[src/rtl/airhockey_pkg.sv]
// Shared constants for the air-hockey game: coordinate width, table
// geometry and the bit positions of the paddle button vector.
package airhockey_pkg;

  // Width of every screen coordinate register
  localparam int POS_W = 10;

  // Table geometry in pixels; MID_Y is the centre line between halves
  localparam int TABLE_W = 640;
  localparam int TABLE_H = 480;
  localparam int MID_Y   = 240;

  // Bit positions inside a 4-bit button vector
  localparam int BTN_UP    = 0;
  localparam int BTN_DOWN  = 1;
  localparam int BTN_LEFT  = 2;
  localparam int BTN_RIGHT = 3;
  localparam int NUM_BTN   = 4;

endpackage

[src/rtl/btn_debounce.sv]
// One push-button conditioner: 2-flop synchronizer followed by a
// tick-paced debounce counter. A new raw level is accepted only after it
// has differed from the current stable level on DEB_TICKS consecutive
// ticks; any tick that sees the levels agree restarts the count.
module btn_debounce #(
  parameter int DEB_TICKS = 4
) (
  input  logic clk50,
  input  logic rst_n,
  input  logic tick_en,
  input  logic raw,
  output logic stable
);

  localparam int CNT_W = (DEB_TICKS > 1) ? $clog2(DEB_TICKS) : 1;

  logic             raw_s1;
  logic             raw_s2;
  logic [CNT_W-1:0] cnt;

  // Bring the asynchronous button level into the clk50 domain
  always_ff @(posedge clk50 or negedge rst_n) begin
    if (!rst_n) begin
      raw_s1 <= 1'b0;
      raw_s2 <= 1'b0;
    end else begin
      raw_s1 <= raw;
      raw_s2 <= raw_s1;
    end
  end

  // Count consecutive differing ticks; accept the new level on the last one
  always_ff @(posedge clk50 or negedge rst_n) begin
    if (!rst_n) begin
      cnt    <= '0;
      stable <= 1'b0;
    end else if (tick_en) begin
      if (raw_s2 == stable) begin
        cnt <= '0;
      end else if (cnt == CNT_W'(DEB_TICKS - 1)) begin
        stable <= raw_s2;
        cnt    <= '0;
      end else begin
        cnt <= cnt + 1'b1;
      end
    end
  end

endmodule

[src/rtl/paddle_ctrl.sv]
// Paddle controller: turns four raw buttons into a clamped paddle position
// that advances once per 400 Hz tick. Outputs are registered and feed the
// collision stage and the renderer.
//
// Output strobe semantics: update is a single-cycle pulse, high in exactly
// the cycle in which pos_x/pos_y first show a new value. There is no
// back-pressure; consumers must sample position while update is high or
// read the held registers later.
module paddle_ctrl
  import airhockey_pkg::*;
#(
  parameter int POS_W     = airhockey_pkg::POS_W,
  parameter int X_MIN     = 0,
  parameter int X_MAX     = airhockey_pkg::TABLE_W - 1,
  parameter int Y_MIN     = airhockey_pkg::MID_Y,
  parameter int Y_MAX     = airhockey_pkg::TABLE_H - 1,
  parameter int X_INIT    = 320,
  parameter int Y_INIT    = 400,
  parameter int STEP      = 2,
  parameter int DEB_TICKS = 4
) (
  input  logic             clk50,
  input  logic             rst_n,
  input  logic             tick400,
  input  logic             btn_up,
  input  logic             btn_down,
  input  logic             btn_left,
  input  logic             btn_right,
  input  logic             freeze,
  input  logic             recenter,
  output logic [POS_W-1:0] pos_x,
  output logic [POS_W-1:0] pos_y,
  output logic             moving,
  output logic             update
);

  logic               tick_s1;
  logic               tick_s2;
  logic               tick_prev;
  logic               tick_en;
  logic [NUM_BTN-1:0] btn_raw;
  logic [NUM_BTN-1:0] btn_stable;
  logic [POS_W-1:0]   next_x;
  logic [POS_W-1:0]   next_y;
  logic               next_moving;
  logic               pos_changed;

  // One step along an axis with saturation at [lo, hi]; the sum is formed
  // one bit wider so a step past the top bound cannot wrap around.
  function automatic logic [POS_W-1:0] step_axis(
    input logic [POS_W-1:0] pos,
    input logic             inc,
    input logic             dec,
    input logic [POS_W-1:0] lo,
    input logic [POS_W-1:0] hi
  );
    logic [POS_W:0] sum;
    logic [POS_W:0] lo_plus;
    sum       = {1'b0, pos} + (POS_W+1)'(STEP);
    lo_plus   = {1'b0, lo} + (POS_W+1)'(STEP);
    step_axis = pos;
    if (inc && !dec) begin
      step_axis = (sum > {1'b0, hi}) ? hi : sum[POS_W-1:0];
    end else if (dec && !inc) begin
      step_axis = ({1'b0, pos} < lo_plus) ? lo : pos - POS_W'(STEP);
    end
  endfunction

  assign btn_raw[BTN_UP]    = btn_up;
  assign btn_raw[BTN_DOWN]  = btn_down;
  assign btn_raw[BTN_LEFT]  = btn_left;
  assign btn_raw[BTN_RIGHT] = btn_right;

  // Debounced level per button, all paced by the same tick
  for (genvar b = 0; b < NUM_BTN; b++) begin : g_btn
    btn_debounce #(
      .DEB_TICKS (DEB_TICKS)
    ) u_debounce (
      .clk50   (clk50),
      .rst_n   (rst_n),
      .tick_en (tick_en),
      .raw     (btn_raw[b]),
      .stable  (btn_stable[b])
    );
  end

  // Synchronize the divider strobe and remember its previous level
  always_ff @(posedge clk50 or negedge rst_n) begin
    if (!rst_n) begin
      tick_s1   <= 1'b0;
      tick_s2   <= 1'b0;
      tick_prev <= 1'b0;
    end else begin
      tick_s1   <= tick400;
      tick_s2   <= tick_s1;
      tick_prev <= tick_s2;
    end
  end

  // Rising edge of the synced strobe, so strobe width does not matter
  assign tick_en = tick_s2 & ~tick_prev;

  // Next position and motion flag; recenter overrides any tick motion
  always_comb begin
    next_x      = pos_x;
    next_y      = pos_y;
    next_moving = moving;
    if (recenter) begin
      next_x      = POS_W'(X_INIT);
      next_y      = POS_W'(Y_INIT);
      next_moving = 1'b0;
    end else if (tick_en) begin
      if (freeze) begin
        next_moving = 1'b0;
      end else begin
        next_x = step_axis(pos_x, btn_stable[BTN_RIGHT], btn_stable[BTN_LEFT],
                           POS_W'(X_MIN), POS_W'(X_MAX));
        next_y = step_axis(pos_y, btn_stable[BTN_DOWN], btn_stable[BTN_UP],
                           POS_W'(Y_MIN), POS_W'(Y_MAX));
        next_moving = (next_x != pos_x) || (next_y != pos_y);
      end
    end
  end

  assign pos_changed = (next_x != pos_x) || (next_y != pos_y);

  // Position, motion flag and the change strobe that accompanies new values
  always_ff @(posedge clk50 or negedge rst_n) begin
    if (!rst_n) begin
      pos_x  <= POS_W'(X_INIT);
      pos_y  <= POS_W'(Y_INIT);
      moving <= 1'b0;
      update <= 1'b0;
    end else begin
      pos_x  <= next_x;
      pos_y  <= next_y;
      moving <= next_moving;
      update <= pos_changed;
    end
  end

endmodule

[config.mk]
export PLATFORM = sky130hd
export DESIGN_NAME = paddle_ctrl
export DESIGN_NICKNAME = d
export VERILOG_FILES = /design/src/rtl/airhockey_pkg.sv /design/src/rtl/btn_debounce.sv /design/src/rtl/paddle_ctrl.sv
export SDC_FILE = /design/constraint.sdc
export NUM_CORES = 1
export LEC_CHECK = 0
export ABC_AREA = 1
export ABC_CLOCK_PERIOD_IN_PS = 3000
export BUFFER_PORTS_ARGS = -buffer_cell sky130_fd_sc_hd__buf_2
export CAP_MARGIN = 15
export CORE_MARGIN = 3
export CORE_UTILIZATION = 40
export CTS_BUF_LIST = sky130_fd_sc_hd__clkbuf_2
export DETAILED_ROUTE_END_ITERATION = 8
export SLEW_MARGIN = 5
export SYNTH_ARGS = -nofsm -noshare
export SYNTH_HDL_FRONTEND = slang
export SYNTH_SLANG_ARGS = --single-unit
[constraint.sdc]
create_clock -name clk50 -period 3 [get_ports clk50]
set_input_delay 0.6 -clock clk50 [delete_from_list [all_inputs] [get_ports clk50]]
set_output_delay 0.6 -clock clk50 [all_outputs]
set_load 0.01 [all_outputs]
**Word-level counts from Yosys, hierarchy flattened**

Index checks and enable logic that the tools add are counted.

- Output and inout bits: 22
- Word-level logic and storage cells: 99
- Bits in registers: 45

- Order comparisons: 4
- Bitwise logic cells: 6
- Reduce and logical (&&, ||, !) cells: 15
- Mux-type cells: 31
- Equal/unequal tests: 12
- Add/sub/neg operators: 8

Operators with widths:

| operator | count |
|---|---|
| 10-bit two-way mux | 20 |
| 10-bit inequality test | 4 |
| 10-bit by 2-bit adder with 11-bit output (second input constant) | 2 |
| 10-bit by 2-bit subtractor with 10-bit output (second input constant) | 2 |
| 2-bit two-way mux | 8 |
| 3-bit AND reduction | 4 |
| 11-bit by 10-bit > comparator with 1-bit output (second input constant) | 1 |
| 11-bit by 9-bit > comparator with 1-bit output (second input constant) | 1 |
| 10-bit by 2-bit less-than comparator with 1-bit output (second input constant) | 1 |
| 10-bit by 8-bit less-than comparator with 1-bit output (second input constant) | 1 |
| 2-bit by 1-bit adder with 2-bit output (second input constant) | 4 |
| 2-bit == test (second input constant) | 4 |
| 1-bit NOT | 5 |
| 1-bit == test | 4 |
| 1-bit logical AND | 4 |
| 1-bit zero test | 4 |
| 1-bit two-way mux | 3 |
| 1-bit logical OR | 2 |
| 2-bit nonzero test | 1 |
| 1-bit AND | 1 |

**Longest topological paths before layout**

Gate-level depths: netlist (run 1).

- Word-level depth: 12
- Depth in mapped cells: 23
- Depth with buffers taken out: 22

**By module**

Synthesis (run 1) repeated with hierarchy kept, for this count alone.

- Cell total of the unflattened synthesis: 617
- Area, all modules: 3798.6 µm²

Modules (own cells, without submodules):

| module | cells an instance | area an instance (µm²) | sequential area each (µm²) | times used |
|---|---|---|---|---|
| paddle_ctrl | 509 | 2927.8 | 631.9 | 1 |
| btn_debounce | 27 | 217.7 | 125.1 | 4 |

**Least setup slack after synthesis (run 1)**

No wires, ideal clock.

- Path kind: reg-to-reg
- Start: register pos_x[1]
- End: register update
- Arrival time: 2.145 ns
- Required time: 2.883 ns
- Cell stages (with the launch flop): 21
- Path slack: 0.738 ns
- Cell sequence: dfrtp_1 -> buf_2 -> inv_1 -> ha_1 -> nand2_1 -> nand2_1 -> nor2_1 -> nand2_1 -> nor2_1 -> nand2_1 -> nand2_1 -> nand2_2 -> nand2_2 -> nand2_2 -> nand2_2 -> nor2_1 -> nor2_1 -> nand2_1 -> nand3b_1 -> nand2_1 -> nand2_1

- Longest elaborated chain between the ends: 12
- Elaborated cells on any way between the ends: 16
- Those cells by class: add/sub (2); order compare (2); eq/ne (1); mux (10); reduce/logical (1)

RTL lines:

| item | line | source |
|---|---|---|
| start, declared | paddle_ctrl.sv:31 | `output logic [POS_W-1:0] pos_x,` |
| start signal, assigned | paddle_ctrl.sv:130 | `pos_x <= POS_W'(X_INIT);` |
| start signal, assigned | paddle_ctrl.sv:135 | `pos_x <= next_x;` |
| 10-bit by 2-bit adder with 11-bit output, or another cell as far along | paddle_ctrl.sv:59 | `sum = {1'b0, pos} + (POS_W+1)'(STEP);` |
| 11-bit by 10-bit > comparator with 1-bit output or 10-bit two-way mux (tied branches) | paddle_ctrl.sv:63, paddle_ctrl.sv:65 |  |
| 10-bit two-way mux, on equally long branches | paddle_ctrl.sv:63, paddle_ctrl.sv:64 |  |
| 10-bit two-way mux | paddle_ctrl.sv:62 | `if (inc && !dec) begin` |
| 10-bit two-way mux | paddle_ctrl.sv:113 | `if (freeze) begin` |
| 10-bit two-way mux | paddle_ctrl.sv:112 | `end else if (tick_en) begin` |
| 10-bit two-way mux | paddle_ctrl.sv:108 | `if (recenter) begin` |
| 10-bit two-way mux | paddle_ctrl.sv:113 |  |
| 10-bit two-way mux | paddle_ctrl.sv:112 |  |
| 10-bit two-way mux | paddle_ctrl.sv:108 |  |
| 10-bit inequality test (*) | paddle_ctrl.sv:125 | `assign pos_changed = (next_x != pos_x) \|\| (next_y != pos_y);` |
| 1-bit logical OR (*) | paddle_ctrl.sv:125 |  |
| net pos_changed | paddle_ctrl.sv:46 | `logic pos_changed;` |
| end signal, assigned | paddle_ctrl.sv:138 | `update <= pos_changed;` |
| end, declared | paddle_ctrl.sv:34 | `output logic update` |

Mark *: on every way through the listed nets, which the timed path passes. The rest lies on a longest branch. The select of a mux whose other input is x is not followed.
A chain may end at the register's enable or synchronous reset.

**Final worst setup path (run 1)**

- Start: register pos_x[2]
- End: register update

Same word-level chain as after synthesis.

==> results of run 1 <==
==> what timing repair did <==
item / 4_1_cts / 5_1_grt
endpoints found under the setup margin: 0 / 2
buffers inserted: 0 / 3
resized for setup: 0 / 1
==> registers in the layout, summed over array words and instances (netlist names) <==
name	count
pos_x	10
pos_y	10
g_btn.u_debounce.cnt	8
g_btn.u_debounce.raw_s1	4
g_btn.u_debounce.raw_s2	4
g_btn.u_debounce.stable	4
moving	1
tick_prev	1
tick_s1	1
tick_s2	1
update	1
==> layout make-up <==
type / count / share of cell area [%]
tap: 105 / 3.39
inverter: 66 / 6.39
multi-input combinational: 419 / 54.1
clock buffer: 5 / 0.645
sequential: 45 / 29.2
timing repair buffer: 36 / 5.03
clock inverter: 3 / 1.23
==> path summary, 6_finish.rpt <==
kind	startpoint	endpoint	slack (ns)	depth (start not counted)
setup / recovery	pos_x[2]$_DFF_PN0_	update$_DFF_PN0_	0.39	20
hold / removal	tick400	tick_s1$_DFF_PN0_	0.26	1
setup reg to reg	pos_x[2]$_DFF_PN0_	update$_DFF_PN0_	0.39	20
hold reg to reg	g_btn[1].u_debounce.raw_s1$_DFF_PN0_	g_btn[1].u_debounce.raw_s2$_DFF_PN0_	0.39	0
max in group asynchronous	rst_n	pos_x[1]$_DFF_PN0_	2.02	1
min in group asynchronous	rst_n	pos_y[5]$_DFF_PN0_	0.28	1
==> power by group <==
group / switching [mW] / internal [mW]
clock: 0.215 / 0.148
combinational: 0.765 / 0.414
sequential: 0.115 / 0.707
==> cells in the final DEF (no fill, tap or decap), types with 9 or more instances in the layout <==
cell type / instances
ha_1: 10
o21ai_0: 27
nand4_1: 9
nor2_1: 45
inv_1: 59
nor2_2: 9
a21oi_1: 25
nand3_1: 62
nand2_1: 178
buf_2: 30
dfrtp_1: 39
==> metrics by stage <==
step                      instances  utilization (%)  hold slack [ns]  power, mW
after detailed placement        668             44.9            0.342       2.01
after global placement          668             44.9            0.333       2.00
after global routing            679             46.0            0.199       2.62
final                           679             46.0            0.255       2.36
after floorplan                 546                -            0.304       1.73
after CTS                       676             45.8            0.221       2.38
==> kinds of logic after synthesis <==
| family | synth area share [%] |
|---|---|
| buf+inv | 9.31 |
| simple gates | 41.9 |
| flops | 31.8 |
| compound gates | 11.2 |
| fa+ha+maj | 3.51 |
| xor+xnor | 1.97 |
| mux | 0.281 |
==> metal layers <==
metal | vias up | track usage [%] | wire length (um)
met5 | - | 0 | 0
met4 | 0 | 3.52 | 76
met3 | 6 | 3.27 | 451
met2 | 99 | 30.3 | 4140
met1 | 1616 | 29.1 | 4690
li1 | 1814 | - | -
==> summary.md, run 1 <==
| Metric | Value |
|---|---|
| Status | complete, no violations |
| Via count | 3535 |
| Final Net Count | 592 |
| Setup ws final | between 0.3 and 0.4 ns |
| 1st-iter DRT viols | roughly 200 |
| Number of flops mapped to enable cells by yosys | 0 |
| Syn nets | 565 |
| Leading cell types by count after synthesis | nand2_1 (178), nand3_1 (62), inv_1 (59) |
| Pwr dens | 609 mW/mm2 |
| # clock sinks | 45 |
| Crit start category | register |
| Final Skew | 0.00844 ns |
| Slowest stage cell, crit path | dfrtp_1 |
| Count leader, synth | nand2_1 |
| ANT cells | 0 |
| Post-route ant nets | 0 |
| # port buffers | 30 |
| Worst-case clock buffer depth | 2 |
| Minimum clock period | 2.61 ns |
| Layout area overhead | 8.89% |
| Unrepaired setup endpoints after global routing | false |
| Top post-synthesis cells by area | dfrtp_1 (28%), nand2_1 (19%), nand3_1 (8.7%) |
| Max Slew Vio Count | 0 |
| Final instance area | between 0.003 and 0.004 mm2 |
| Leak pwr | 2.00 nW |
| CP top delay family | simple AND/OR/NAND/NOR gates |
| Max-Cap Viols | 0 |
| DR WL/cell | 13.8 um |
| Post-DP HPWL | 7280 um |
| Mapped Area | 0.00356 mm2 |
| DR DRC count | 0 |
| Slew @ Worst Pin | 1.01 ns |
| Row cnt | 33 |
| Initial antenna violation count | 0 |
| # IOs | 31 |
| Worst path cell trace | inv_1 -> ha_1 -> nand2_1 -> nand2_1 -> nor2_1 -> nand2_1 -> nor2_1 -> nand2_1 -> nand2_1 -> nand2_2 -> nand2_2 -> nand2_2 -> nand2_1 -> nand3_1 -> nand2_1 -> nand2_1 -> nor2_1 -> nand2_1 -> nor2_1 -> nand2_1 |
| Largest net degree at the start of global routing | 46 |
| Predominant post-synthesis flop cell | dfrtp_1 |
| Drt first pass iters | 5 |
| Yosys cell types | 40 |
| Die area | 0.0101 mm2 |
| CTS H-Tree Depth | 2 |
| Required @ worst endpoint | 3.36 ns |
| Share of the synthesized area in the top cell type | 28.1% |
| Core area | 0.00842 mm2 |
| Clock root cell | clkbuf_2 |
| Die Y-Extent | 100 um |
| Cts bufs inserted | 5 |
| Clock Latency Late Sink | 0.43 ns |
| Setup WS pre-CTS | roughly 0.23 ns |
| Starting Density | 42.3% |
| Setup TNS | 0 ns |
| Max-Slew Margin vs Limit | 33.0% |
| Layout cells sized above 1 | 15.0% |
| Number of vias per cell | 5.21 |
| WL final | a little over 9000 um |
| Yosys warns | 0 |
| Total Routing Usage GR | about a fifth |
| Most frequent CP cell | nand2_1 |
| Final Hold Vio Count | 0 |
| GPL Wtd Cong | 0.930 |
| Ys async rst share | 100% |
| Sequential fraction of the synthesis area | 31.8% |
| Hold WC Path Type | in -> reg |
| Vias in the first global route | 3300 |
| Crit end category | register |
| Worst Path Max Fanout | 10 |
| Critical path class | reg -> reg |
| Syn Area/Cell | 6.52 um2 |
| Fmax | 383 MHz |
| Critical path buffers and inverters | 1 |
| Clock Pin Slew Worst Setup and Hold Paths | 0.25 ns |
| Period Utilization, post-route | 87.1% |
| Synth Register Bits | 45 |
| Final setup viols | 0 |
| Area post-placement | roughly 0.0038 mm2 |
| DIE WIDTH | 100 um |
| Multi-input logic area | ~0.0021 mm2 |
| Peak VDD IR | around 0.32 mV |
| Fill cells | 903 |
| Worst EP arrival | 2.98 ns |
| First-pass GRT wire length | 16000 um |
| Max incr delay on CP | about 0.60 ns |
| Largest area contributor in the netlist | dfrtp_1 |
| Synth Instances | 546 |
| GRT overflow | 0 |
| Reg area | about 0.0011 mm2 |
| CTS tree | yes |
| Hold-fix buffers at CTS | 0 |
Note: power is estimated with default switching activity, not from simulation.
==> run 2: changes to the inputs <==
- ABC_AREA: 1 -> default
- CORE_ASPECT_RATIO: default -> 1.75
==> run 2 against run 1 <==
Synthesized cell count decreased by 18%. Wire length rose by 31%. Combinational power grew 9%. Sequential share of layout area fell by 2.6 points. Clock skew increased by 0.018 ns. Highest routed layer unchanged. Via count increased by 9.6%. Flip-flop and latch count did not move. Register-to-register slack worse by 0.25 ns. Clock power fell by 9.9%. Power is 2.8% higher. Non-clock buffer count rose by 53. Die area grew 0.18%.
==> summary.md, run 2 <==
| Metric | Value |
|---|---|
| Status | complete, no violations |
| R2R cell count | 11 (-45%) |
| Clock Latency Late Sink | 0.48 ns (+0.05 ns) |
| Setup WS pre-CTS | 0.0308 ns (-0.198 ns) |
| Mux contribution to synthesized area | 1.52% (+1.2 points) |
| Clock root cell | clkbuf_2 |
| # port buffers | 30 (unchanged) |
| Stages on worst setup path | 11 (-45%) |
| Most common cell after layout, fill and taps aside | buf_4 |
| First-pass GRT wire length | 19900 um (+24%) |
| Final instance area | 0.00425 mm2 (+9.6%) |
| Hold-fix buffers at CTS | 0 (unchanged) |
| 1st-iter DRT viols | 280 (+41%) |
| Synth Area in Simple Gates | 28.5% (-13 points) |
| Critical path class | reg -> reg |
| Critical path buffers and inverters | 1 (unchanged) |
| Worst Path Max Fanout | 8 (-2) |
| Number of vias per cell | 6.19 (+19%) |
| Vias in the first global route | 3871 (+17%) |
| CP top delay family | compound AO/OA/AOI/OAI gates |
| Minimum clock period | 2.87 ns (+0.254 ns) |
| Top post-synthesis cells by area | dfrtp_1 (28%), nand2_1 (5.0%), a21oi_1 (4.2%) |
| Critical R2R Capture | moving$_DFFE_PN0P_ |
| Hold_sp | btn_left |
| Predominant post-synthesis flop cell | dfrtp_1 |
| Die area | 0.0101 mm2 (+0.18%) |
| GRT busiest layer | met2 |
| GPL Wtd Cong | 0.937 (+0.74%) |
| Period Utilization, post-route | 95.6% (+8.5 points) |
| Ys async rst share | 100% (unchanged) |
| Syn Area/Cell | 7.91 um2 (+21%) |
| Post-route ant nets | 0 (unchanged) |
| Total Routing Usage GR | 25.1% (+5.5 points) |
| Clock Pin Slew Worst Setup and Hold Paths | 0.31 ns (+0.06 ns) |
| Setup ws final | 0.133 ns (-0.254 ns) |
| Max incr delay on CP | 0.49 ns (-0.11 ns) |
| Slew @ Worst Pin | 1.02 ns (+0.0142 ns) |
| Max-Cap Viols | 0 (unchanged) |
| Yosys warns | 0 (unchanged) |
| WL final | 12200 um (+31%) |
| Crit start category | register |
| Most frequent cells in the layout | buf_4 (59), nand2_1 (47), dfrtp_1 (40) |
| Drt first pass iters | 7 (+2) |
| Final Net Count | 528 (-11%) |
| Synth Register Bits | 45 (unchanged) |
| Xor/xnor cell area share of the yosys netlist | 1.97% (+0.0055 points) |
| Peak VDD IR | 0.406 mV (+28%) |
| CTS tree | yes |
| Sequential fraction of the synthesis area | 31.9% (+0.090 points) |
| Syn nets | 468 (-17%) |
| # clock sinks | 45 (unchanged) |
| Count leader, synth | nand2_1 |
| Unrepaired setup endpoints after global routing | true |
| Met1 Usage GRT | 26.6% (-2.4 points) |
| Mapped Area | 0.00355 mm2 (-0.28%) |
| Flop-to-flop setup slack | 0.13 ns (-0.25 ns) |
| Number of flops mapped to enable cells by yosys | 0 (unchanged) |
| Crit end category | register |
| DIE WIDTH | 77.2 um (-23%) |
| Share of the synthesized area in the top cell type | 28.2% (+0.079 points) |
| Synth Instances | 449 (-18%) |
| Final Hold Vio Count | 0 (unchanged) |
| Final setup viols | 0 (unchanged) |
| WHS Endpoint | g_btn[2].u_debounce.raw_s1$_DFF_PN0_ |
| Max Slew Vio Count | 0 (unchanged) |
| Post-layout util | 50.1% (+4.1 points) |
| Critical R2R Launch | pos_y[1]$_DFF_PN0_ |
| GRT overflow | 0 (unchanged) |
| Final Skew | 0.0267 ns (+0.0183 ns) |
| Regs by FF count | pos_x: 10 flops, pos_y: 10 flops, g_btn.u_debounce.cnt: 8 flops |
| Slowest stage cell, crit path | dfrtp_1 |
| Worst EP arrival | 3.30 ns (+0.32 ns) |
| Pwr dens | 572 mW/mm2 (-6.2%) |
| Synth Area in Compound Gates | 27.0% (+16 points) |
| Die Y-Extent | 131 um (+30%) |
| Post-DP HPWL | 9340 um (+28%) |
| Hold WC Path Type | in -> reg |
| Largest family of logic cells by synthesized area | simple AND/OR/NAND/NOR gates |
| CTS H-Tree Depth | 2 (unchanged) |
| Worst path cell trace | ha_1 -> and3_1 -> a32o_1 -> a32oi_2 -> nor3_4 -> buf_4 -> a211oi_1 -> nor3_2 -> nor4_2 -> a311o_1 -> a21bo_1 |
| # IOs | 31 (unchanged) |
| Leading cell types by count after synthesis | nand2_1 (47), dfrtp_1 (40), nor2_1 (36) |
| Leak pwr | 1.83 nW (-8.6%) |
| Initial antenna violation count | 1 (+1) |
| Final hold slack | 0.186 ns (-0.0694 ns) |
| Core area | 0.00848 mm2 (+0.65%) |
| Row cnt | 44 (+33%) |
| Layout area overhead | 19.7% |
| Setup TNS | 0 ns (unchanged) |
| Fmax | 349 MHz (-8.9%) |
| Hold path cells | 1 (unchanged) |
| Yosys cell types | 65 (+63%) |
| Starting Density | 41.9% (-0.39 points) |
| Layout cells sized above 1 | 25.5% (+11 points) |
| Area post-placement | 0.00411 mm2 (+8.7%) |
| GR Util met2 | 47.4% (+17 points) |
| Largest net degree at the start of global routing | 46 (unchanged) |
| DR WL/cell | 19.6 um (+42%) |
| DR DRC count | 0 (unchanged) |
| Grt met3 use | 2.19% (-1.1 points) |
| Largest area contributor in the netlist | dfrtp_1 |
| Max-Slew Margin vs Limit | 32.0% (-0.95 points) |
| Cts bufs inserted | 5 (unchanged) |
| Adder-Cell Fraction of Synth Area | 3.52% (+0.0099 points) |
| Worst-case clock buffer depth | 2 (unchanged) |
| Via count | 3876 (+9.6%) |
| Required @ worst endpoint | 3.43 ns (+0.07 ns) |
run 2: cell types whose count changed in the layout (fill, tap and decap cells not counted), sizes merged, moves of 10 or more:
| cell | change |
|---|---|
| nor2 | -22 |
| nand3 | -49 |
| nand2b | +12 |
| nor3 | +19 |
| nor4 | +10 |
| nand2 | -140 |
| a211oi | +11 |
| buf | +53 |
| inv | -52 |
run 2: cell type report:
type,instances,area (um2)
Sequential cell,45,1130
Antenna cell,1,2.50
Inverter,11,41.3
Tap cell,115,144
Clock inverter,3,28.8
Multi-Input combinational cell,357,2280
Timing Repair Buffer,89,593
Clock buffer,5,25.0
Fill cell,902,4230
run 2: stage by stage:
step                instances  total power [mW]
finish                    626              2.43
global route              626              2.62
CTS                       622              2.40
floorplan                 449              1.61
detailed placement        614              2.07
global placement          614              2.05
run 2: worst max-delay path by stage:
stage | slack [ns] | end | startpoint
3_5_place_dp | 0.03 | moving$_DFFE_PN0P_ | pos_y[1]$_DFF_PN0_
3_3_place_gp | 0.07 | moving$_DFFE_PN0P_ | pos_y[1]$_DFF_PN0_
4_1_cts | 0.01 | moving$_DFFE_PN0P_ | pos_y[1]$_DFF_PN0_
5_1_grt | -0.02 | moving$_DFFE_PN0P_ | pos_y[1]$_DFF_PN0_
2_1_floorplan | 0.02 | moving$_DFFE_PN0P_ | pos_y[2]$_DFF_PN0_
6_report | 0.13 | moving$_DFFE_PN0P_ | pos_y[1]$_DFF_PN0_
run 2: where the power goes:
group	switching [mW]	total (mW)	internal, mW
Sequential	0.117	0.817	0.700
Combinational	0.723	1.29	0.563
Clock	0.256	0.327	0.0715
run 2: timing repair:
action                                  4_1_cts  5_1_grt
endpoints found under the hold margin         0        0
endpoints found under the setup margin        0        2
resized for setup                             0       13
setup buffers                                 0        3
run 2: worst reg2reg max path, stage by stage, from the launching register on:
cell      delay, ns
dfrtp_1        0.49
ha_1           0.29
and3_1         0.24
a32o_1         0.27
a32oi_2        0.23
nor3_4         0.12
buf_4          0.15
a211oi_1       0.30
nor3_2         0.11
nor4_2         0.22
a311o_1        0.23
a21bo_1        0.20
run 2: cells by family (layout without fill, tap and decap cells):
family | Yosys count | count (layout)
simple gates | 196 | 196
flops | 45 | 45
buf+inv | 47 | 108
fa+ha+maj | 10 | 10
compound gates | 138 | 138
xor+xnor | 8 | 8
mux | 5 | 5
other cells | 0 | 1
run 2: metal layers:
| layer | routed length (um) | vias up |
|---|---|---|
| li1 | - | 1791 |
| met1 | 4340 | 1857 |
| met2 | 6510 | 174 |
| met3 | 558 | 54 |
| met4 | 831 | 0 |
| met5 | 0 | - |
